## src/rtl/reg_display_scan_pkg.sv

```systemverilog
// Shared constants and helpers for the register display front panel.
//   - Legal selector range. The t0..t9 registers map to selector values 8..25.
//   - The s-register window 16..23, which lights the decimal point on the leftmost digit.
//   - A hex-to-7-segment table. Codes are active-low and ordered {g,f,e,d,c,b,a}.
package reg_display_scan_pkg;

    localparam logic [4:0] REG_SEL_MIN = 5'd8;
    localparam logic [4:0] REG_SEL_MAX = 5'd25;
    localparam logic [4:0] S_REG_LO    = 5'd16;
    localparam logic [4:0] S_REG_HI    = 5'd23;

    localparam logic [6:0] SEG_BLANK = 7'h7F;

    localparam logic [6:0] HEX_SEG [16] = '{
        7'h40, 7'h79, 7'h24, 7'h30, 7'h19, 7'h12, 7'h02, 7'h78,
        7'h00, 7'h10, 7'h08, 7'h03, 7'h46, 7'h21, 7'h06, 7'h0E
    };

    function automatic logic [6:0] hex_to_seg(input logic [3:0] nib);
        return HEX_SEG[nib];
    endfunction

endpackage

```

## src/rtl/reg_display_scan_btn_debounce.sv

```systemverilog
// Push-button conditioner.
// A two-flop synchronizer feeds a stability counter. When the counter
// accepts a new level, a rising edge of that level produces a one-cycle
// press pulse. Releases are filtered in the same way but never produce a pulse.
// Ports:
//   clk, rst_n  clock, asynchronous active-low reset
//   btn_i       raw asynchronous button, active-high
//   pulse_o     one-cycle pulse per accepted press
module btn_debounce #(
    parameter int DB_CYCLES = 500000
) (
    input  logic clk,
    input  logic rst_n,
    input  logic btn_i,
    output logic pulse_o
);

    localparam int CNT_W = (DB_CYCLES > 2) ? $clog2(DB_CYCLES) : 1;
    localparam logic [CNT_W-1:0] CNT_LAST = CNT_W'(DB_CYCLES - 1);

    logic [1:0]       sync_q;
    logic             stable_q, stable_d;
    logic [CNT_W-1:0] cnt_q, cnt_d;
    logic             pulse_q, pulse_d;
    logic             sync_lvl;

    assign sync_lvl = sync_q[1];

    // Any sample that agrees with the accepted level restarts the count.
    // As a result, a glitch shorter than DB_CYCLES is never accepted.
    always_comb begin
        cnt_d    = cnt_q;
        stable_d = stable_q;
        pulse_d  = 1'b0;
        if (sync_lvl == stable_q) begin
            cnt_d = '0;
        end else if (cnt_q == CNT_LAST) begin
            stable_d = sync_lvl;
            cnt_d    = '0;
            pulse_d  = sync_lvl;
        end else begin
            cnt_d = cnt_q + CNT_W'(1);
        end
    end

    always_ff @(posedge clk or negedge rst_n) begin
        if (!rst_n) begin
            sync_q   <= 2'b00;
            stable_q <= 1'b0;
            cnt_q    <= '0;
            pulse_q  <= 1'b0;
        end else begin
            sync_q   <= {sync_q[0], btn_i};
            stable_q <= stable_d;
            cnt_q    <= cnt_d;
            pulse_q  <= pulse_d;
        end
    end

    assign pulse_o = pulse_q;

endmodule

```

## src/rtl/reg_display_scan.sv

```systemverilog
// Front-panel display stage for the register-file tap.
// It holds the 5-bit register selector, which two debounced buttons step
// through the legal range 8..25 with wrap-around. It shows the selected 32-bit
// value as eight hex digits on a multiplexed common-anode 7-segment display.
// Ports:
//   clk, rst_n          clock, asynchronous active-low reset
//   btn_next, btn_prev  raw buttons; advance / step back the selection
//   value               register value selected by the external mux
//   sel                 selector driven to the mux
//   an                  digit anodes, active-low; an[0] is the rightmost digit
//   seg                 segments {g,f,e,d,c,b,a}, active-low
//   dp                  decimal point, active-low
module reg_display_scan
    import reg_display_scan_pkg::*;
#(
    parameter int DB_CYCLES = 500000,
    parameter int SCAN_DIV  = 50000
) (
    input  logic        clk,
    input  logic        rst_n,
    input  logic        btn_next,
    input  logic        btn_prev,
    input  logic [31:0] value,
    output logic [4:0]  sel,
    output logic [7:0]  an,
    output logic [6:0]  seg,
    output logic        dp
);

    localparam int SCAN_W = $clog2(SCAN_DIV);
    localparam logic [SCAN_W-1:0] SCAN_LAST = SCAN_W'(SCAN_DIV - 1);

    logic next_pulse, prev_pulse;

    btn_debounce #(.DB_CYCLES(DB_CYCLES)) u_db_next (
        .clk     (clk),
        .rst_n   (rst_n),
        .btn_i   (btn_next),
        .pulse_o (next_pulse)
    );

    btn_debounce #(.DB_CYCLES(DB_CYCLES)) u_db_prev (
        .clk     (clk),
        .rst_n   (rst_n),
        .btn_i   (btn_prev),
        .pulse_o (prev_pulse)
    );

    // ---------------- selector ----------------
    logic [4:0] sel_q, sel_d;
    logic       sel_out_of_range;

    assign sel_out_of_range = (sel_q < REG_SEL_MIN) || (sel_q > REG_SEL_MAX);

    // If both pulses arrive together they cancel. An illegal selector value
    // recovers to the bottom of the range on the next press.
    always_comb begin
        sel_d = sel_q;
        if (next_pulse && !prev_pulse) begin
            if (sel_out_of_range || sel_q == REG_SEL_MAX) sel_d = REG_SEL_MIN;
            else                                          sel_d = sel_q + 5'd1;
        end else if (prev_pulse && !next_pulse) begin
            if (sel_out_of_range)         sel_d = REG_SEL_MIN;
            else if (sel_q == REG_SEL_MIN) sel_d = REG_SEL_MAX;
            else                           sel_d = sel_q - 5'd1;
        end
    end

    // ---------------- scan and frame latch ----------------
    logic [SCAN_W-1:0] scan_q, scan_d;
    logic [2:0]        digit_q, digit_d;
    logic [31:0]       latched_q, latched_d;
    logic [4:0]        lsel_q, lsel_d;
    logic              scan_last, frame_start;

    assign scan_last   = (scan_q == SCAN_LAST);
    // The first blank cycle of digit 0 occurs both right after reset and
    // right after the 7->0 wrap. A whole frame therefore shows one coherent snapshot.
    assign frame_start = (scan_q == '0) && (digit_q == 3'd0);

    always_comb begin
        scan_d    = scan_last ? '0 : scan_q + SCAN_W'(1);
        digit_d   = scan_last ? digit_q + 3'd1 : digit_q;
        latched_d = frame_start ? value : latched_q;
        lsel_d    = frame_start ? sel_q : lsel_q;
    end

    // ---------------- registered display outputs ----------------
    logic [7:0] an_q, an_d;
    logic [6:0] seg_q, seg_d;
    logic       dp_q, dp_d;
    logic [3:0] nibble;
    logic       lsel_is_s;

    assign nibble    = latched_q[{digit_q, 2'b00} +: 4];
    assign lsel_is_s = (lsel_q >= S_REG_LO) && (lsel_q <= S_REG_HI);

    // Count 0 of every slot blanks all anodes. This gives the previous digit's
    // segment drive a cycle to clear before the next anode turns on.
    always_comb begin
        an_d  = 8'hFF;
        seg_d = SEG_BLANK;
        dp_d  = 1'b1;
        if (scan_q != '0) begin
            an_d  = ~(8'd1 << digit_q);
            seg_d = hex_to_seg(nibble);
            dp_d  = !((digit_q == 3'd7) && lsel_is_s);
        end
    end

    always_ff @(posedge clk or negedge rst_n) begin
        if (!rst_n) begin
            sel_q     <= REG_SEL_MIN;
            scan_q    <= '0;
            digit_q   <= 3'd0;
            latched_q <= 32'd0;
            lsel_q    <= REG_SEL_MIN;
            an_q      <= 8'hFF;
            seg_q     <= SEG_BLANK;
            dp_q      <= 1'b1;
        end else begin
            sel_q     <= sel_d;
            scan_q    <= scan_d;
            digit_q   <= digit_d;
            latched_q <= latched_d;
            lsel_q    <= lsel_d;
            an_q      <= an_d;
            seg_q     <= seg_d;
            dp_q      <= dp_d;
        end
    end

    assign sel = sel_q;
    assign an  = an_q;
    assign seg = seg_q;
    assign dp  = dp_q;

endmodule

```

## config.mk

```make
export PLATFORM = sky130hd
export DESIGN_NAME = reg_display_scan
export DESIGN_NICKNAME = d
export VERILOG_FILES = /design/src/rtl/reg_display_scan_pkg.sv /design/src/rtl/reg_display_scan_btn_debounce.sv /design/src/rtl/reg_display_scan.sv
export SDC_FILE = /design/constraint.sdc
export NUM_CORES = 1
export LEC_CHECK = 0
export ABC_AREA = 1
export BUFFER_PORTS_ARGS = -buffer_cell sky130_fd_sc_hd__buf_2
export CORE_ASPECT_RATIO = 1.5
export CORE_MARGIN = 10
export CORE_UTILIZATION = 45
export DETAILED_ROUTE_END_ITERATION = 6
export HOLD_SLACK_MARGIN = 0.03
export PLACE_DENSITY = 0.74
export SYNTH_ARGS = -nofsm -noshare
export SYNTH_HDL_FRONTEND = slang
export SYNTH_SLANG_ARGS = --single-unit
```

## constraint.sdc

```tcl
create_clock -name clk -period 3.7 [get_ports clk]
set_input_delay 0.37 -clock clk [delete_from_list [all_inputs] [get_ports clk]]
set_output_delay 0.37 -clock clk [all_outputs]
set_load 0.02 [all_outputs]
```

After elaboration in Yosys (flattened, before gate mapping)
Memories as Yosys holds them, arrays and structs flattened.
Index checks and enable logic that the tools add are counted.
{"block": "op_classes", "add_sub_neg": 6, "magnitude_cmp": 5, "n_eq_ne": 8, "shift": 2, "mux": 19, "n_bitwise": 4, "reduce_logical": 16}
{"operator": "$mux W19", "n": 4}
{"operator": "$add A19 B1 Y19 const B", "n": 2}
{"operator": "$eq A19 B19 Y1 const B", "n": 2}
{"operator": "$shiftx A32 B6 Y4", "n": 1}
{"operator": "$mux W5", "n": 5}
{"operator": "$mux W7", "n": 3}
{"operator": "$add A16 B1 Y16 const B", "n": 1}
{"operator": "$eq A16 B16 Y1 const B", "n": 1}
{"operator": "$logic_not A16 Y1", "n": 1}
{"operator": "$mux W16", "n": 1}
{"operator": "$reduce_bool A16 Y1", "n": 1}
{"operator": "$ge A5 B5 Y1 const B", "n": 2}
{"operator": "$mux W8", "n": 1}
{"operator": "$not A8 Y8", "n": 1}
{"operator": "$shl A1 B3 Y8 const A", "n": 1}
{"operator": "$add A5 B1 Y5 const B", "n": 1}
{"operator": "$eq A5 B4 Y1 const B", "n": 1}
{"operator": "$eq A5 B5 Y1 const B", "n": 1}
{"operator": "$gt A5 B5 Y1 const B", "n": 1}
{"operator": "$le A5 B5 Y1 const B", "n": 1}
{"operator": "$logic_and A1 B1 Y1", "n": 5}
{"operator": "$lt A5 B4 Y1 const B", "n": 1}
{"operator": "$mux W1", "n": 5}
{"operator": "$not A4 Y5", "n": 1}
{"operator": "10 further kinds", "n": 16}
{"block": "totals", "ff_bits": 123, "romBits": 112, "in_bits": 36, "out_inout_bits": 21, "wordCells": 77, "n_memories": 1}
{"memory": "(name not given)", "words": 16, "width": 7, "read_ports": 1, "rd_ports_with_merged_regs": 0, "wr": 0, "line_no": "reg_display_scan_pkg.sv:20", "rtl": "return HEX_SEG[nib];"}

Logic depth before layout (Yosys ltp)
Gate-level depths: netlist of run 1.
{"block": "logic_depth", "word_depth": 6, "ltp_mapped": 14, "depth_no_buf": 12}

Cells and area by module
A second synthesis of run 1 with hierarchy kept.
{"block": "hier_totals", "hier_cells": 830, "area_unflattened_um2": 6687.7}
{"mod": "reg_display_scan", "n_inst": 1, "cells_each": 532, "area_per_inst_um2": 4240.3, "seq_area_each_um2": 1874.3}
{"mod": "btn_debounce", "n_inst": 2, "cells_each": 149, "area_per_inst_um2": 1223.7, "seq_area_each_um2": 575.6}

Worst setup path after synthesis of run 1
No wires, ideal clock.
{"block": "synth_timing", "path_type": "flip-flop to flip-flop", "from": "reg digit_q[0]", "to": "reg seg_q[2] (netlist: seg[2])", "setup_ps": 81, "arrival_ps": 1646, "t_required_ps": 3619, "slack_ps": 1972, "stages_incl_launch_ff": 13, "n_path_buf": 2, "period_less_slack_ps": 1728, "path_cell_list": "dfrtp_1 buf_4 inv_4 buf_4 nand2_1 nand2_1 nand2_1 nand3_1 nand2_1 ha_1 inv_1 nand3_1 o211ai_1"}
{"block": "synth_via", "elab_chain_cells": 6}
{"item": "from (decl)", "line_no": "reg_display_scan.sv:71", "rtl": "logic [2:0] digit_q, digit_d;"}
{"item": "from (signal assigned)", "line_no": "reg_display_scan.sv:124", "rtl": "digit_q <= digit_d;"}
{"item": "$shiftx A32 B6 Y4", "line_no": "reg_display_scan.sv:95", "rtl": "assign nibble = latched_q[{digit_q, 2'b00} +: 4];"}
{"item": "$not A4 Y5 (not written as such)", "line_no": "reg_display_scan_pkg.sv:20"}
{"item": "$mem_v2 Z16 W7"}
{"item": "$mux W7 (not written as such) (2 in a row)", "line_no": "reg_display_scan_pkg.sv:20"}
{"item": "$mux W7", "line_no": "reg_display_scan.sv:104", "rtl": "if (scan_q != '0) begin"}
{"item": "via seg_d[2]", "line_no": "reg_display_scan.sv:90", "rtl": "logic [6:0] seg_q, seg_d;"}
{"item": "to (signal assigned)", "line_no": "reg_display_scan.sv:128", "rtl": "seg_q <= seg_d;"}
{"item": "to (decl)", "line_no": "reg_display_scan.sv:90"}
The timed path passes the listed nets, and every way through them passes these cells. The select of a mux whose other input is x is not followed.
A chain may end at the register's enable or synchronous reset.

Worst setup path after layout of run 1
{"block": "layout_timing", "from": "reg digit_q[0]", "to": "reg latched_q[9]"}
{"block": "layout_via", "elab_chain_cells": 2}
{"item": "$logic_not A3 Y1", "line_no": "reg_display_scan.sv:79", "rtl": "assign frame_start = (scan_q == '0) && (digit_q == 3'd0);"}
{"item": "$logic_and A1 B1 Y1", "line_no": "reg_display_scan.sv:79"}
{"item": "to (signal assigned)", "line_no": "reg_display_scan.sv:125", "rtl": "latched_q <= latched_d;"}
{"item": "to (decl)", "line_no": "reg_display_scan.sv:72", "rtl": "logic [31:0] latched_q, latched_d;"}
Every way passes these cells.

==> flow_summary.toml, run 1 <==
[outcome]
status = "finished, final reports clean"

[pwr]
p_leak_nw = 3.81
ir_drop_v = 0.000269
power.density_mw_per_mm2 = 415
finalPower_w = 0.00316

[synth]
synthesis.area_sq_mm = 0.00661
yosys_warnings = 0
async_flop_share_pct = 100
synth_common_cells = "194 x nand2_1, 143 x inv_1, 102 x dfrtp_1"
synth_top_cell_area_share_pct = 38.6
avgSynthCellArea_sq_um = 7.84
yosys.area.top_type = "dfrtp_1"
synth_seq_cells = 120
synth_cells = 843
synth-edff-count = 0
ys.flop_type = "dfrtp_1"
yosys-top-cells-area = "dfrtp_1 39%, nand2_1 11%, inv_1 8.1%"
yosysSeqAreaShare_pct = 45.8
yosysMostFrequentCell = "nand2_1"
yosysUniqueCellTypes = 35
syn-num-nets = 898

[final_layout]
ff_latch_area_sq_mm = 0.00303
nets = 957
num_antenna_cells = 0
drive_above_1_share_pct = 16.2
fin_area_sq_mm = 0.00762
syn2layout_area_growth_pct = 15.3
fillCellCount = 1360
multi_input_area_sq_mm = 0.00287

[critical_path]
end_kind = "register"
critPathSlowestCell = "dfrtp_1"
cp.required_ns = 3.98
crit_arrival_ns = 2.72
cp_top_family = "simple AND/OR/NAND/NOR gates"
critPathLaunchType = "register"
critPathMaxStageDelay_ns = 0.61
setup.worst_path.class = "register to register"
crit_path_cell_trace = "inv_4 -> ha_1 -> inv_1 -> nor2_1 -> nand3_2 -> buf_12 -> nand2_1 -> o21ai_2"
cp_max_fo = 46
worst-path-buf-inv = 3

[clocking]
clkLatencyLatePin_ns = 0.41
cts-htree-levels = 4
cts.clk_slew.worst_paths_ns = 0.05
clockBufferDepth = 2
numClockSinks = 120
cts_setup_buffers = 0
cts_tree = "built"
hold_buffers = 0
cts_buffers = 17
cts-root-buf = "clkbuf_16"
cts_resized = 0

[worst_hold_path]
hold_path_class = "primary input to async pin"

[floorplan]
die_area_sq_mm = 0.0200
io_pins = 57
dieHeight_microns = 168
initial_core_util_pct = 45.7
num_rows = 54
dieWidth_microns = 119
coreArea_sq_mm = 0.0145

[global_route]
antenna_found_initial = 0
first_global_vias = 5504
grt_use_total_pct = 14.7
overflow = 0
grt_pass1_wl_microns = 24800
grt_max_degree = 67

[place]
port_buffers = 56
dpl-instance-area_sq_mm = 0.00703
dp_hpwl_microns = 10600
dp_slack_ns = 1.26
gp_congestion = 0.909

[sta]
min_period_over_period_pct = 65.8
rsz0062_at_grt = "no"
finalCriticalPeriod_ns = 2.43
worstMarginPinSlew_ns = 0.844
tns_ns = 0
hold_viol = 0
slew_headroom_pct = 43.7
layout_setup_ws_ns = 1.27
max_freq_mhz = 411
slew_violations = 0
setup_viol_count_final = 0
skew_ns = 0.0112

[drt]
drtAntennaViolNets = 0
vias_per_cell = 4.91
vias = 5456
drt-initial-drc-count = 390
wl_microns = 14200
drt_first_pass_iters = 5
post_drt_wl_per_cell_microns = 12.8
drc = 0

[job]
cap_viol_max_count = 0
==> registers in the layout (all words and copies together) (netlist names), 3 cells and up <==
name,flops
latched_q,32
seg,7
scan_q,16
u_db_next.cnt_q,19
an,8
u_db_prev.cnt_q,19
digit_q,3
sel,5
==> worst register-to-register path: stages, from the launching register on <==
cell and delay (ns):
dfrtp_1 0.61, inv_4 0.28, ha_1 0.21, inv_1 0.04
nor2_1 0.17, nand3_2 0.46, buf_12 0.39, nand2_1 0.10
o21ai_2 0.05
==> layer usage <==
layer  up-vias  share of wire [%]  track usage, %
li1       2779                  -               -
met1      2576                 42            16.1
met2        85                 54            26.9
met3        16                3.1            3.28
met4         0                1.3            5.17
met5         -                  0               0
==> area by class of cell <==
| type | instances | area share (%) |
|---|---|---|
| inverters | 149 | 7.38 |
| multi-input cells | 555 | 37.7 |
| clock buffers | 23 | 6.01 |
| repair buffers | 59 | 4.34 |
| flip-flops and latches | 120 | 39.7 |
| well taps | 196 | 3.22 |
| clock inverters | 9 | 1.64 |
==> kinds of logic (layout without fill, tap and decap cells) <==
group	count (synthesis)	count (layout)	share of synthesized area, %
xor+xnor	26	26	3.45
fa+ha+maj	19	19	3.60
buf+inv	168	240	10.7
simple gates	451	451	30.0
flops	120	120	45.8
compound gates	59	59	6.38
==> final timing paths <==
path	start	depth (start not counted)	slack, ns	to
worst min register to register	u_db_next.sync_q[0]	0	0.35	u_db_next.sync_q[1]
min in group clk	btn_prev	1	0.06	u_db_prev.sync_q[0]
worst min-delay path	rst_n	1	0.06	u_db_next.cnt_q[5]
worst max register to register	digit_q[0]	8	1.27	latched_q[9]
worst max-delay path	digit_q[0]	8	1.27	latched_q[9]
max in group asynchronous	rst_n	2	2.84	latched_q[11]
==> through the flow <==
| stage | util, % | std cells | hold slack (ns) |
|---|---|---|---|
| after floorplan | - | 843 | 0.0744 |
| after global placement | 48.7 | 1079 | 0.332 |
| after detailed placement | 48.7 | 1079 | 0.335 |
| after CTS | 52.7 | 1111 | 0.0562 |
| after global routing | 52.7 | 1111 | 0.0530 |
| final | 52.7 | 1111 | 0.0579 |
==> power breakdown <==
group	leakage [nW]	switching, W	internal (W)
combinational	2.02	0.000105	0.0000549
sequential	1.51	0.0000164	0.00135
clock	0.281	0.000560	0.00107
==> layout by cell type (no fill, tap or decap), drive strengths merged <==
cell type / count
nand2: 196
inv: 147
dfrtp: 102
nor2: 100
nand3: 91
buf: 59
o21ai: 42
nor3: 29
nand4: 27
xor2: 25
clkbuf: 23
ha: 19
dfstp: 18
a21oi: 11
clkinv: 6
nor3b: 4
bufinv: 3
nor4: 3
a211oi: 2
clkinvlp: 2
nand3b: 1
o21a: 1
o211ai: 1
a31oi: 1
xnor2: 1
a21o: 1
Note: power is estimated with default switching activity, not from simulation.
==> run 2, diff against run 1 <==
PLACE_DENSITY = 0.76   (was 0.74)
clock period = 2.2 ns   (was 3.7 ns; I/O delays follow)
==> flow_summary.toml, run 2 (synthesis results as in run 1) <==
[outcome]
status = "finished, final reports clean"

[critical_path]
r2r_cells = 11
cp.required_ns = 2.51
cp_max_fo = 13
end_kind = "register"
crit_arrival_ns = 2.25
critPathLaunchType = "register"
setup.worst_path.class = "register to register"

[pwr]
power.density_mw_per_mm2 = 687
p_int_w = 0.00412
p_clk_share_pct = 51.2
pwr-share-seq_pct = 43.5
swShare_pct = 22.1
ir_drop_v = 0.000412
p_switching_w = 0.00117
p_leak_nw = 3.86
combPwrFrac_pct = 5.3

[drt]
wl_microns = 14500
vias_per_cell = 4.94
drt-initial-drc-count = 393
post_drt_wl_per_cell_microns = 12.9
drt_first_pass_iters = 5
drc = 0
drtAntennaViolNets = 0
vias = 5536

[clocking]
numClockSinks = 120
cts_resized = 0
cts_buffers = 17
clkLatencyLatePin_ns = 0.41
cts_tree = "built"
cts_setup_buffers = 0
hold_buffers = 3
cts.clk_slew.worst_paths_ns = 0.06
clockBufferDepth = 2
cts-root-buf = "clkbuf_16"
cts-htree-levels = 4

[sta]
worstMarginPinSlew_ns = 0.517
rsz0062_at_grt = "no"
max_freq_mhz = 518
layout_setup_ws_ns = 0.268
slew_headroom_pct = 65.4
tns_ns = 0
setup_viol_count_final = 0
slew_violations = 0
finalCriticalPeriod_ns = 1.93
whs_ns = 0.0472
skew_ns = 0.0120
min_period_over_period_pct = 87.8
hold_viol = 0

[worst_hold_path]
min_path_cells = 3
hold_path_class = "primary input to register"

[floorplan]
dieHeight_microns = 168
coreArea_sq_mm = 0.0145
num_rows = 54
die_area_sq_mm = 0.0200
dieWidth_microns = 119
io_pins = 57
initial_core_util_pct = 45.7

[global_route]
overflow = 0
grt_max_degree = 69
antenna_found_initial = 0
grt_pass1_wl_microns = 25000
first_global_vias = 5605
grt_use_total_pct = 14.9

[place]
dpl-instance-area_sq_mm = 0.00709
dp_slack_ns = 0.326
dp.cells = 1086
dp_hpwl_microns = 10600
port_buffers = 56
gp_congestion = 0.935

[final_layout]
fillCellCount = 1370
syn2layout_area_growth_pct = 16.5
nets = 967
top_regs = "latched_q x32, u_db_next.cnt_q x19, u_db_prev.cnt_q x19"
stdcell_count = 1121
largest_reg_flops = 32
final_common_cell = "nand2_1"
mostFrequentLayoutCells = "194 x nand2_1, 143 x inv_1, 102 x dfrtp_1"
regMostFlops = "latched_q"
num_antenna_cells = 0
drive_above_1_share_pct = 16.9
fin_area_sq_mm = 0.00769

[job]
cap_viol_max_count = 0
-- run 2: changes by cell type in the layout (fill, tap and decap cells not counted) --
cell	previous run	this run
buf_4	2	9
bufinv_16	3	2
clkbuf_1	5	4
clkbuf_8	1	3
clkinv_4	0	1
clkinvlp_4	2	1
dlygate4sd3_1	0	3
-- run 2: power groups by stage --
stage	Combinational (W)	Clock [W]	Sequential, W
after CTS	0.000284	0.00275	0.00230
final	0.000279	0.00271	0.00230
after global routing	0.000318	0.00287	0.00231
after floorplan	0.000135	0	0.00235
after detailed placement	0.000277	0	0.00234
after global placement	0.000271	0	0.00233
-- run 2: stage by stage --
| step | power, W | utilization, % |
|---|---|---|
| final | 0.00529 | 53.2 |
| after global routing | 0.00549 | 53.2 |
| after CTS | 0.00534 | 53.2 |
| after detailed placement | 0.00261 | 49.0 |
| after global placement | 0.00261 | 49.0 |
| after floorplan | 0.00248 | - |
-- run 2: worst paths after layout --
path,start,endpoint,slack (ns)
worst max-delay path,digit_q[0],seg[6],0.27
worst min-delay path,value[30],latched_q[30],0.05
worst max register to register,digit_q[0],seg[6],0.27
worst min register to register,u_db_next.sync_q[0],u_db_next.sync_q[1],0.35
max in group asynchronous,rst_n,latched_q[8],1.13
min in group asynchronous,rst_n,u_db_next.sync_q[0],0.33
-- run 2: final cells by class --
class	instances	area [sq um]	area share [%]
Clock buffer	24	482	6.26
Clock inverter	8	96.3	1.25
Inverter	149	562	7.30
Multi-Input combinational cell	555	2870	37.3
Sequential cell	120	3030	39.3
Tap cell	196	245	3.19
Timing Repair Buffer	69	413	5.37
-- run 2: critical path, cell delays in order (launching register included) --
cell and delay, ns:
dfrtp_1 0.50, buf_4 0.25, nand2_1 0.09, nand3_1 0.09
nand3_1 0.08, nand2_1 0.19, inv_1 0.10, ha_1 0.22
nand3_1 0.13, nand2_1 0.08, nand2_1 0.06, nand3_1 0.06
-- run 2: layer usage --
layer  vias up  global-route usage (%)  part of all wire [%]
met1      2601                    16.0                    40
met5         -                       0                     0
li1       2794                       -                     -
met3        24                    4.12                   4.4
met4         0                    6.29                   1.8
met2       117                    26.6                    53
